File: src/rtl/onehot_pkg.sv
// ---------------------------------------------------------------------------
// onehot_pkg
//   Select-vector helpers shared by the one-hot mux/demux family.
//
//   SEL_MAX_W   widest select vector the helpers accept. Narrower selects
//               are zero-extended with a size cast, for example
//               sel_vec_t'(sel).
//   sel_vec_t   select vector at maximum width.
//   sel_idx_t   binary index of the set bit in a one-hot select.
//   is_onehot   returns 1 when exactly one bit of the vector is set.
//   onehot_to_idx
//               returns the position of the set bit. The result is only
//               meaningful for a one-hot input.
// ---------------------------------------------------------------------------
package onehot_pkg;

    localparam int unsigned SEL_MAX_W = 32;
    localparam int unsigned IDX_MAX_W = 5;

    typedef logic [SEL_MAX_W-1:0] sel_vec_t;
    typedef logic [IDX_MAX_W-1:0] sel_idx_t;

    // Clearing the lowest set bit of a one-hot vector leaves zero.
    function automatic logic is_onehot(input sel_vec_t v);
        return (v != '0) && ((v & (v - sel_vec_t'(1))) == '0);
    endfunction

    // OR the positions of all set bits together. For a one-hot input this
    // is exactly the index, and the result needs no priority chain.
    function automatic sel_idx_t onehot_to_idx(input sel_vec_t v);
        sel_idx_t idx;
        idx = '0;
        for (int i = 0; i < SEL_MAX_W; i++) begin
            if (v[i]) begin
                idx = idx | sel_idx_t'(i);
            end
        end
        return idx;
    endfunction

endpackage

File: src/rtl/demux_slot.sv
// ---------------------------------------------------------------------------
// demux_slot
//   Single-entry registered output slot with a valid/ready handshake.
//
//   clk_i    clock; state changes on the rising edge
//   rst_i    synchronous, active-high reset; empties the slot and clears
//            its data
//   load_i   write data_i into the slot this cycle. The caller asserts it
//            only when the slot is empty or is being drained.
//   data_i   payload to load
//   ready_i  the consumer takes the current beat while valid_o is high
//   valid_o  the slot is occupied
//   data_o   slot payload. It holds its last value while the slot is
//            empty.
// ---------------------------------------------------------------------------
module demux_slot #(
    parameter int DATA_W = 8
) (
    input  logic              clk_i,
    input  logic              rst_i,
    input  logic              load_i,
    input  logic [DATA_W-1:0] data_i,
    input  logic              ready_i,
    output logic              valid_o,
    output logic [DATA_W-1:0] data_o
);

    // A load takes priority over a drain. When both happen in the same
    // cycle the slot stays valid with the new data, so no bubble appears.
    always_ff @(posedge clk_i) begin
        if (rst_i) begin
            valid_o <= 1'b0;
            data_o  <= '0;
        end else if (load_i) begin
            valid_o <= 1'b1;
            data_o  <= data_i;
        end else if (valid_o && ready_i) begin
            valid_o <= 1'b0;
        end
    end

endmodule

File: src/rtl/onehot_demux.sv
// ---------------------------------------------------------------------------
// onehot_demux
//   Steers one input beat to one of N_OUT registered output slots. The
//   destination is chosen by a one-hot select. A beat whose select is not
//   one-hot is accepted and discarded. Each discard pulses err_o and
//   increments a saturating drop counter.
//
//   clk_i        clock
//   rst_i        synchronous, active-high reset
//   in_valid_i   input beat present
//   in_ready_o   input beat accepted when high together with in_valid_i.
//                It is combinational from sel_i and out_ready_i.
//   in_data_i    input payload
//   sel_i        one-hot destination channel
//   out_valid_o  per-channel slot occupied
//   out_ready_i  per-channel consumer ready
//   out_data_o   packed slot payloads; channel k is [k*DATA_W +: DATA_W]
//   err_o        one-cycle pulse after an invalid-select beat is dropped
//   drop_cnt_o   saturating count of dropped beats
// ---------------------------------------------------------------------------
module onehot_demux
    import onehot_pkg::*;
#(
    parameter int DATA_W = 8,
    parameter int N_OUT  = 4,
    parameter int CNT_W  = 8
) (
    input  logic                    clk_i,
    input  logic                    rst_i,
    input  logic                    in_valid_i,
    output logic                    in_ready_o,
    input  logic [DATA_W-1:0]       in_data_i,
    input  logic [N_OUT-1:0]        sel_i,
    output logic [N_OUT-1:0]        out_valid_o,
    input  logic [N_OUT-1:0]        out_ready_i,
    output logic [N_OUT*DATA_W-1:0] out_data_o,
    output logic                    err_o,
    output logic [CNT_W-1:0]        drop_cnt_o
);

    logic             sel_ok;
    logic [N_OUT-1:0] slot_free;
    logic [N_OUT-1:0] slot_load;
    logic             accept;
    logic             drop;

    assign sel_ok = is_onehot(sel_vec_t'(sel_i));

    // A slot can take a beat when it is empty or is being drained this cycle.
    assign slot_free = ~out_valid_o | out_ready_i;

    // With a one-hot select, ANDing with slot_free and OR-reducing picks out
    // the free bit of the selected slot. No binary index is needed.
    // An invalid select is always accepted so that the stream keeps moving.
    always_comb begin
        in_ready_o = 1'b1;
        if (sel_ok) begin
            in_ready_o = |(sel_i & slot_free);
        end
    end

    // Nothing is accepted while reset is held.
    assign accept    = in_valid_i && in_ready_o && !rst_i;
    assign slot_load = (accept && sel_ok) ? sel_i : '0;
    assign drop      = accept && !sel_ok;

    for (genvar k = 0; k < N_OUT; k++) begin : g_slot
        demux_slot #(
            .DATA_W (DATA_W)
        ) u_slot (
            .clk_i   (clk_i),
            .rst_i   (rst_i),
            .load_i  (slot_load[k]),
            .data_i  (in_data_i),
            .ready_i (out_ready_i[k]),
            .valid_o (out_valid_o[k]),
            .data_o  (out_data_o[k*DATA_W +: DATA_W])
        );
    end

    always_ff @(posedge clk_i) begin
        if (rst_i) begin
            err_o      <= 1'b0;
            drop_cnt_o <= '0;
        end else begin
            err_o <= drop;
            // After the counter saturates, err_o still pulses on each drop.
            if (drop && (drop_cnt_o != {CNT_W{1'b1}})) begin
                drop_cnt_o <= drop_cnt_o + 1'b1;
            end
        end
    end

endmodule

File: config.mk
export PLATFORM = sky130hd
export DESIGN_NAME = onehot_demux
export DESIGN_NICKNAME = d
export VERILOG_FILES = /design/src/rtl/onehot_pkg.sv /design/src/rtl/demux_slot.sv /design/src/rtl/onehot_demux.sv
export SDC_FILE = /design/constraint.sdc
export NUM_CORES = 1
export LEC_CHECK = 0
export BUFFER_PORTS_ARGS = -buffer_cell sky130_fd_sc_hd__buf_2
export CAP_MARGIN = 20
export CELL_PAD_IN_SITES_DETAIL_PLACEMENT = 0
export CELL_PAD_IN_SITES_GLOBAL_PLACEMENT = 2
export CORE_ASPECT_RATIO = 0.75
export CORE_MARGIN = 3
export CORE_UTILIZATION = 31
export DETAILED_ROUTE_END_ITERATION = 16
export HOLD_SLACK_MARGIN = 0.08
export PLACE_DENSITY_LB_ADDON = 0.25
export SETUP_SLACK_MARGIN = 0.2
export SLEW_MARGIN = 20
export SYNTH_ARGS = -nofsm -noshare
export SYNTH_HDL_FRONTEND = slang
export SYNTH_SLANG_ARGS = --single-unit
File: constraint.sdc
create_clock -name clk_i -period 3.8 [get_ports clk_i]
set_clock_uncertainty 0.05 [all_clocks]
set_input_delay 0.76 -clock clk_i [delete_from_list [all_inputs] [get_ports clk_i]]
set_output_delay 0.76 -clock clk_i [all_outputs]
set_load 0.03 [all_outputs]
Word-level counts from Yosys, hierarchy flattened. Index checks and enable logic that the tools add are counted.

Register bits: 45. Latch bits: 0. Bits in writable memories: 0. Bits in read-only memories: 0. Output and inout port bits: 46. Word-level logic and storage cells: 46. Memories kept: 0.

Add/sub/neg operators: 2. Multiply operators: 0. Div/mod/pow operators: 0. Order comparisons: 0. Equal/unequal tests: 1. Shift-type cells: 0. Mux-type cells: 10. Bitwise operators: 4. Reduce and logical (&&, ||, !) cells: 19.

Operator list (number): 4-bit by 32-bit AND with 32-bit output (1); 32-bit logical NOT (1); 1-bit logical AND (10); 1-bit 2-to-1 mux (9); 8-bit by 1-bit adder with 8-bit output (second input constant) (1); 8-bit != test (second input constant) (1); 2-bit nonzero test (4); 4-bit by 1-bit subtractor with 5-bit output (second input constant) (1); 4-bit AND (1); 4-bit 2-to-1 mux (1); 4-bit inverter (1); 4-bit OR (1); 4-bit nonzero test (1); 4-bit OR reduction (1); 1-bit logical NOT (2).

Logic depth before layout (Yosys ltp). Gate-level depths: netlist (run 1).

Depth after elaboration: 10. Gate-level depth with buffers: 6. Mapped depth without buffers: 5.

Hierarchy. Synthesis (run 1) repeated with hierarchy kept, for this count alone.

Cells, all modules: 192. Area, all modules: 1903.1 µm².

By module, submodules not included: demux_slot (times used 4, cells each 30, area each 321.6 µm²); onehot_demux (times used 1, cells each 72, area each 616.8 µm²).

Least setup slack after synthesis (run 1). Ideal clock, no wire load.

Path type: in2out. Start point: in sel_i[0]. End point: out in_ready_o. Arrival: 1.876 ns. Data required time: 2.990 ns. Path slack: 1.114 ns. Stages on the path: 3. Path through: or4b_1 -> o311ai_1 -> nand3_1.

Cells in the longest elaborated chain, start to end: 5.

RTL lines: start, declared (RTL line onehot_demux.sv:33) `input logic [N_OUT-1:0] sel_i,`; 4-bit by 1-bit subtractor with 5-bit output (RTL line onehot_pkg.sv:25) `return (v != '0) && ((v & (v - sel_vec_t'(1))) == '0);`; 4-bit by 32-bit AND with 32-bit output (RTL line onehot_pkg.sv:25); 32-bit logical NOT (RTL line onehot_pkg.sv:25); 1-bit logical AND (RTL line onehot_pkg.sv:25); 1-bit 2-to-1 mux * (RTL line onehot_demux.sv:57) `if (sel_ok) begin`; end, declared (RTL line onehot_demux.sv:31) `output logic in_ready_o,`.

Every way passes the cells marked *; elsewhere a longest branch is shown, timed or not.

Worst setup path after layout (run 1).
Start point: in sel_i[3]. End point: out in_ready_o.

The elaborated chain is that of the path after synthesis.

==> key figures, run 1 <==
Layout
  • Ant. Diodes: 0
  • Share of cells above drive strength 1: 33.7%
  • Syn-to-layout area delta: 23.9%
  • Nets: 268
  • # fillers: 607
  • Final Cell Area: 2340 µm²
  • Commonest non-fill, non-tap cells in the layout: buf_2 (64), dfxtp_1 (45), nor2_1 (22)
  • Post-Route Utilization: 41.7%
  • Commonest non-fill, non-tap cell in the layout: buf_2

Pwr
  • Clk pwr share: 33.2%
  • Logic pwr share: 9.6%
  • Net Sw Frac: 24.9%
  • Pwr dens: 361 nW/µm²
  • Int Pwr: 633 µW
  • Sw Pwr: 210 µW
  • Flop pwr share: 57.1%
  • LEAKAGE: 1.05 nW
  • Worst VDD drop: 0.136 mV

Clock tree
  • CTS Buf Count: 5
  • Worst-Skew Late Latency: 0.29 ns
  • CTS Buffer Depth: 2
  • Worst-path clk slew: 0.08 ns
  • CTS H-tree lvls: 2
  • Clock Sinks: 45
  • CTS Hold Bufs: 0
  • Post-CTS sizing: 0
  • Setup Buffers After CTS: 0
  • Root buffer cell: clkbuf_8
  • CTS tree: yes

Worst setup path
  • Critical Path Max Stage Delay: 0.59 ns
  • CP endpoint kind: output port
  • Reg2Reg Depth: 5
  • CP top delay family: simple AND/OR/NAND/NOR gates
  • Crit path max fanout: 14
  • Worst-path cell chain: buf_2, or4b_1, o311ai_1, nand3_1, buf_2
  • Critical path depth in cells: 5
  • CP Launch Type: input pin
  • Required time worst endpoint: 2.99 ns
  • CP Class: input pin to output port
  • Buf+Inv Stages, Crit Path: 2
  • Worst EP arrival: 2.10 ns
  • Slowest cell on the critical path: or4b_1
  • Crit-path most repeated cell: buf_2

Global routing
  • Largest net degree at the start of global routing: 47
  • Gr usage total: 13.8%
  • Antenna violations before repair: 0
  • GR Overflow Total: 0
  • Vias in the first global route: 1,437
  • First-pass GRT wire length: 7.39 mm

Floorplan
  • Core Region: 5610 µm²
  • Die width: 96.1 µm
  • I/O pin cnt: 65
  • # rows: 23
  • Die H: 73.6 µm
  • Die area: 7070 µm²
  • Initial core utilization: 33.6%

Routing
  • Drt total wl: 4.68 mm
  • Vias after detailed routing: 1,532
  • Wirelength per Cell: 14.4 µm
  • DRT iter0 DRCs: 75
  • Remaining routing DRC violations: 0
  • Via density: 4.73
  • Routed Antenna Nets: 0
  • DR pass1 iterations: 5

Min path
  • Hold path depth: 2
  • HP Class: register to register

Placed design
  • RD Place Congestion: 0.745
  • IO Port Bufs: 64
  • DP HPWL: 3.38 mm
  • Dpl cell area: 2260 µm²

Job
  • Max-Cap Viols: 0

Logic synthesis
  • Cell Area, Synth: 1890 µm²
  • Area leader, netlist: dfxtp_1
  • Cell variety after synth: 33
  • Post-Synthesis Net Count: 208
  • YS warnings: 0
  • Sequential area share after synthesis: 47.7%
  • Synth area leaders: dfxtp_1 (48%), mux2i_1 (10%), mux2_4 (6.4%), nor2_1 (4.4%), a21oi_1 (3.7%)
  • Syn avg cell area: 10.0 µm²
  • EDFF count, synth: 0
  • Flops & latches, synth: 45
  • Post-synth top area share: 47.7%
  • Gate count after technology mapping: 188
  • Synth async-reset ratio: 0%
  • Synth Flop Type: dfxtp_1

STA
  • Final setup viols: 0
  • Slew Limit Fails: 0
  • Final hold vios: 0
  • Worst Tran Pin Value: 1.01 ns
  • Max Fclk: 0.343 GHz
  • Period utilisation layout: 76.7%
  • Worst rel slew slack: 32.7%
  • Total Neg Setup Slack: 0 ns
  • RSZ-0062 raised after global routing: no
  • Tmin final: 2.91 ns

Run status
  • Outcome: finished, final reports clean
cell usage after synthesis (all sizes together), types with 3 or more instances:
cell type  count
a211oi         4
a21oi         14
buf            6
clkbuf         6
dfxtp         45
inv            3
mux2           9
mux2i         19
nand2          4
nand2b         7
nand3         10
nor2          22
nor2b         10
o21ai          8
xnor2          3
power groups by stage:
stage | sequential (mW) | clock, mW | combinational (mW)
floorplan | 0.506 | 0 | 0.0378
global placement | 0.493 | 0 | 0.0830
detailed placement | 0.493 | 0 | 0.0822
global route | 0.483 | 0.314 | 0.0894
finish | 0.482 | 0.280 | 0.0814
CTS | 0.482 | 0.298 | 0.0825
per-layer routing:
| metal | track usage (%) | wire [µm] | up-vias |
|---|---|---|---|
| li1 | - | - | 777 |
| met1 | 20.6 | 2360 | 697 |
| met2 | 18.4 | 1860 | 56 |
| met3 | 5.22 | 450 | 2 |
| met4 | 3.31 | 10 | 0 |
| met5 | 0 | 0 | - |
cells by family (layout without fill, tap and decap cells):
family / Yosys count / in the layout / synth area share (%)
AOI/OAI and AO/OA: 33 / 33 / 11.4
xor gates and xnor gates: 4 / 4 / 1.86
adders and majority gates: 1 / 1 / 0.663
buffers and inverters: 15 / 76 / 3.91
DFF: 45 / 45 / 47.7
muxes: 28 / 28 / 17.0
and+or+nand+nor: 62 / 62 / 17.4
worst min-delay path: cells and delay by family (launching register included):
family,cells,cell delay [ns]
AO/OA/AOI/OAI,2,0.13
flip-flops,1,0.32
final cells by class:
cell class / instances / area, µm² / area share, %
clock buffers: 6 / 72.6 / 3.10
repair buffers: 65 / 328 / 14.0
multi-input cells: 128 / 923 / 39.5
flip-flops and latches: 45 / 901 / 38.5
clock inverters: 2 / 10.0 / 0.428
inverters: 3 / 11.3 / 0.481
well taps: 75 / 93.8 / 4.01
final timing paths:
| kind | start | to | slack (ns) |
|---|---|---|---|
| setup / recovery | sel_i[3] | in_ready_o | 0.89 |
| hold / removal | g_slot[3].u_slot.data_o[1]$_SDFFE_PP0P_ | g_slot[3].u_slot.data_o[1]$_SDFFE_PP0P_ | 0.44 |
| setup reg to reg | g_slot[0].u_slot.valid_o$_SDFFE_PP0P_ | g_slot[0].u_slot.data_o[3]$_SDFFE_PP0P_ | 1.77 |
| hold reg to reg | g_slot[3].u_slot.data_o[1]$_SDFFE_PP0P_ | g_slot[3].u_slot.data_o[1]$_SDFFE_PP0P_ | 0.44 |
per-stage QoR:
| stage | power (mW) | hold WS (ns) | worst slack, ns | instances |
|---|---|---|---|---|
| final | 0.844 | 0.438 | 0.887 | 324 |
| after global routing | 0.887 | 0.478 | 0.830 | 324 |
| after CTS | 0.862 | 0.441 | 0.872 | 324 |
| after detailed placement | 0.575 | 0.429 | 0.858 | 316 |
| after global placement | 0.576 | 0.419 | 0.876 | 316 |
| after floorplan | 0.544 | 0.420 | 1.11 | 188 |
flip-flops by register name, indices dropped and copies added (netlist names):
| register | flops |
|---|---|
| g_slot.u_slot.valid_o | 4 |
| drop_cnt_o | 8 |
| err_o | 1 |
| g_slot.u_slot.data_o | 32 |
Note: power is estimated with default switching activity, not from simulation.
==> run 2: changes to the inputs <==
- CORE_UTILIZATION: 31 -> 29
- clock period: 3.8 -> 2.8 ns (I/O delays scaled with it)
==> key figures, run 2 (synthesis results as in run 1) <==
Floorplan
  • Core Region: 6070 µm²
  • Die area: 7530 µm²
  • I/O pin cnt: 65
  • Die width: 99.2 µm
  • # rows: 24
  • Initial core utilization: 31.1%
  • Die H: 75.9 µm

Layout
  • Final Cell Area: 2420 µm²
  • Commonest non-fill, non-tap cells in the layout: buf_2 (64), dfxtp_1 (45), nor2_1 (22)
  • Nets: 272
  • Area of the multi-input gates: 931 µm²
  • Largest regs: g_slot.u_slot.data_o: 32 flops, drop_cnt_o: 8 flops, g_slot.u_slot.valid_o: 4 flops
  • Share of cells above drive strength 1: 35.6%
  • Syn-to-layout area delta: 28.1%
  • # fillers: 657
  • Area occupied by registers: 901 µm²
  • Max reg flops: 32
  • Largest Register: g_slot.u_slot.data_o
  • Commonest non-fill, non-tap cell in the layout: buf_2
  • Ant. Diodes: 0
  • Post-Route Utilization: 39.9%

Worst setup path
  • Reg2reg end: g_slot[2].u_slot.data_o[7]$_SDFFE_PP0P_
  • CP Class: input pin to output port
  • CP Launch Type: input pin
  • Critical Path Start: sel_i[3]
  • Required time worst endpoint: 2.19 ns
  • CP endpoint kind: output port
  • Worst EP arrival: 1.87 ns
  • Reg2Reg Depth: 5
  • Crit path max fanout: 14
  • Reg2Reg Setup Slack: 0.99 ns
  • Worst setup endpoint: in_ready_o
  • Reg-to-Reg Start: g_slot[0].u_slot.valid_o$_SDFFE_PP0P_

Global routing
  • First-pass GRT wire length: 7.80 mm
  • Largest net degree at the start of global routing: 41
  • Antenna violations before repair: 0
  • GR Overflow Total: 0
  • Gr usage total: 13.4%
  • Vias in the first global route: 1,509

Routing
  • Met1 WL: 2.52 mm
  • Routed Antenna Nets: 0
  • Vias after detailed routing: 1,536
  • Wirelength per Cell: 14.8 µm
  • Remaining routing DRC violations: 0
  • WL met2: 1.95 mm
  • Via density: 4.64
  • DR pass1 iterations: 4
  • DRT iter0 DRCs: 65
  • Drt total wl: 4.90 mm
  • DR top layer: met4
  • WL met3: 379 µm

Placed design
  • IO Port Bufs: 64
  • RD Place Congestion: 0.771
  • DP HPWL: 3.53 mm
  • Dpl cell area: 2290 µm²

Pwr
  • LEAKAGE: 1.08 nW
  • Worst VDD drop: 0.229 mV
  • Pwr dens: 531 nW/µm²
  • Pwr Total: 1.28 mW

STA
  • Total Neg Setup Slack: 0 ns
  • Period utilisation layout: 88.7%
  • Tmin final: 2.48 ns
  • Slew Limit Fails: 0
  • Final setup viols: 0
  • Final hold vios: 0
  • Worst rel slew slack: 57.2%
  • RSZ-0062 raised after global routing: no
  • Worst Tran Pin Value: 0.642 ns
  • Max Fclk: 0.403 GHz

Run status
  • Outcome: finished, final reports clean

Clock tree
  • CTS Hold Bufs: 0
  • Worst-Skew Late Latency: 0.30 ns
  • CTS H-tree lvls: 2
  • Clock Sinks: 45
  • Setup Buffers After CTS: 0
  • CTS Buf Count: 5
  • CTS tree: yes
  • Root buffer cell: clkbuf_8
  • CTS Buffer Depth: 2
  • Worst-path clk slew: 0.08 ns

Job
  • Max-Cap Viols: 0

Min path
  • HP Class: register to register
run 2: final cells by class:
class,instances,area share (%)
clock buffers,6,3.41
multi-input cells,128,38.5
well taps,78,4.04
repair buffers,69,14.8
clock inverters,2,1.55
flip-flops and latches,45,37.2
inverters,3,0.466
run 2: worst max-delay path: stages:
cell and delay, ns:
buf_2 0.18, or4b_1 0.60, o311ai_2 0.17, nand3_1 0.14, buf_2 0.21
run 2: repair_timing:
action	4_1_cts	5_1_grt
endpoints found under the hold margin	0	0
endpoints found under the setup margin	0	1
resized for setup	0	1
run 2: stage by stage:
stage	instances	hold slack, ns	setup slack (ns)
floorplan	188	0.420	0.498
global placement	323	0.419	0.275
detailed placement	323	0.421	0.220
CTS	331	0.437	0.218
global route	331	0.471	0.231
finish	331	0.432	0.317
run 2: how the worst min path moves through the flow:
stage / startpoint / end / slack (ns) / cells past startpoint
floorplan: g_slot[3].u_slot.valid_o$_SDFFE_PP0P_ / g_slot[3].u_slot.valid_o$_SDFFE_PP0P_ / 0.42 / 2
global placement: g_slot[3].u_slot.data_o[6]$_SDFFE_PP0P_ / g_slot[3].u_slot.data_o[6]$_SDFFE_PP0P_ / 0.42 / 2
detailed placement: g_slot[3].u_slot.data_o[5]$_SDFFE_PP0P_ / g_slot[3].u_slot.data_o[5]$_SDFFE_PP0P_ / 0.42 / 2
CTS: g_slot[3].u_slot.data_o[2]$_SDFFE_PP0P_ / g_slot[3].u_slot.data_o[2]$_SDFFE_PP0P_ / 0.44 / 2
global route: g_slot[3].u_slot.data_o[3]$_SDFFE_PP0P_ / g_slot[3].u_slot.data_o[3]$_SDFFE_PP0P_ / 0.47 / 2
finish: g_slot[3].u_slot.data_o[2]$_SDFFE_PP0P_ / g_slot[3].u_slot.data_o[2]$_SDFFE_PP0P_ / 0.43 / 2
run 2: routing by layer:
| layer | track usage (%) | up-vias |
|---|---|---|
| met4 | 5.00 | 0 |
| met5 | 0 | - |
| met1 | 20.0 | 698 |
| met2 | 17.5 | 47 |
| met3 | 4.76 | 5 |
| li1 | - | 786 |
run 2: power by group:
group          switching (mW)  total, mW  internal, mW
clock network           0.224      0.514         0.290
registers             0.00568      0.655         0.649
logic                  0.0746      0.115        0.0401
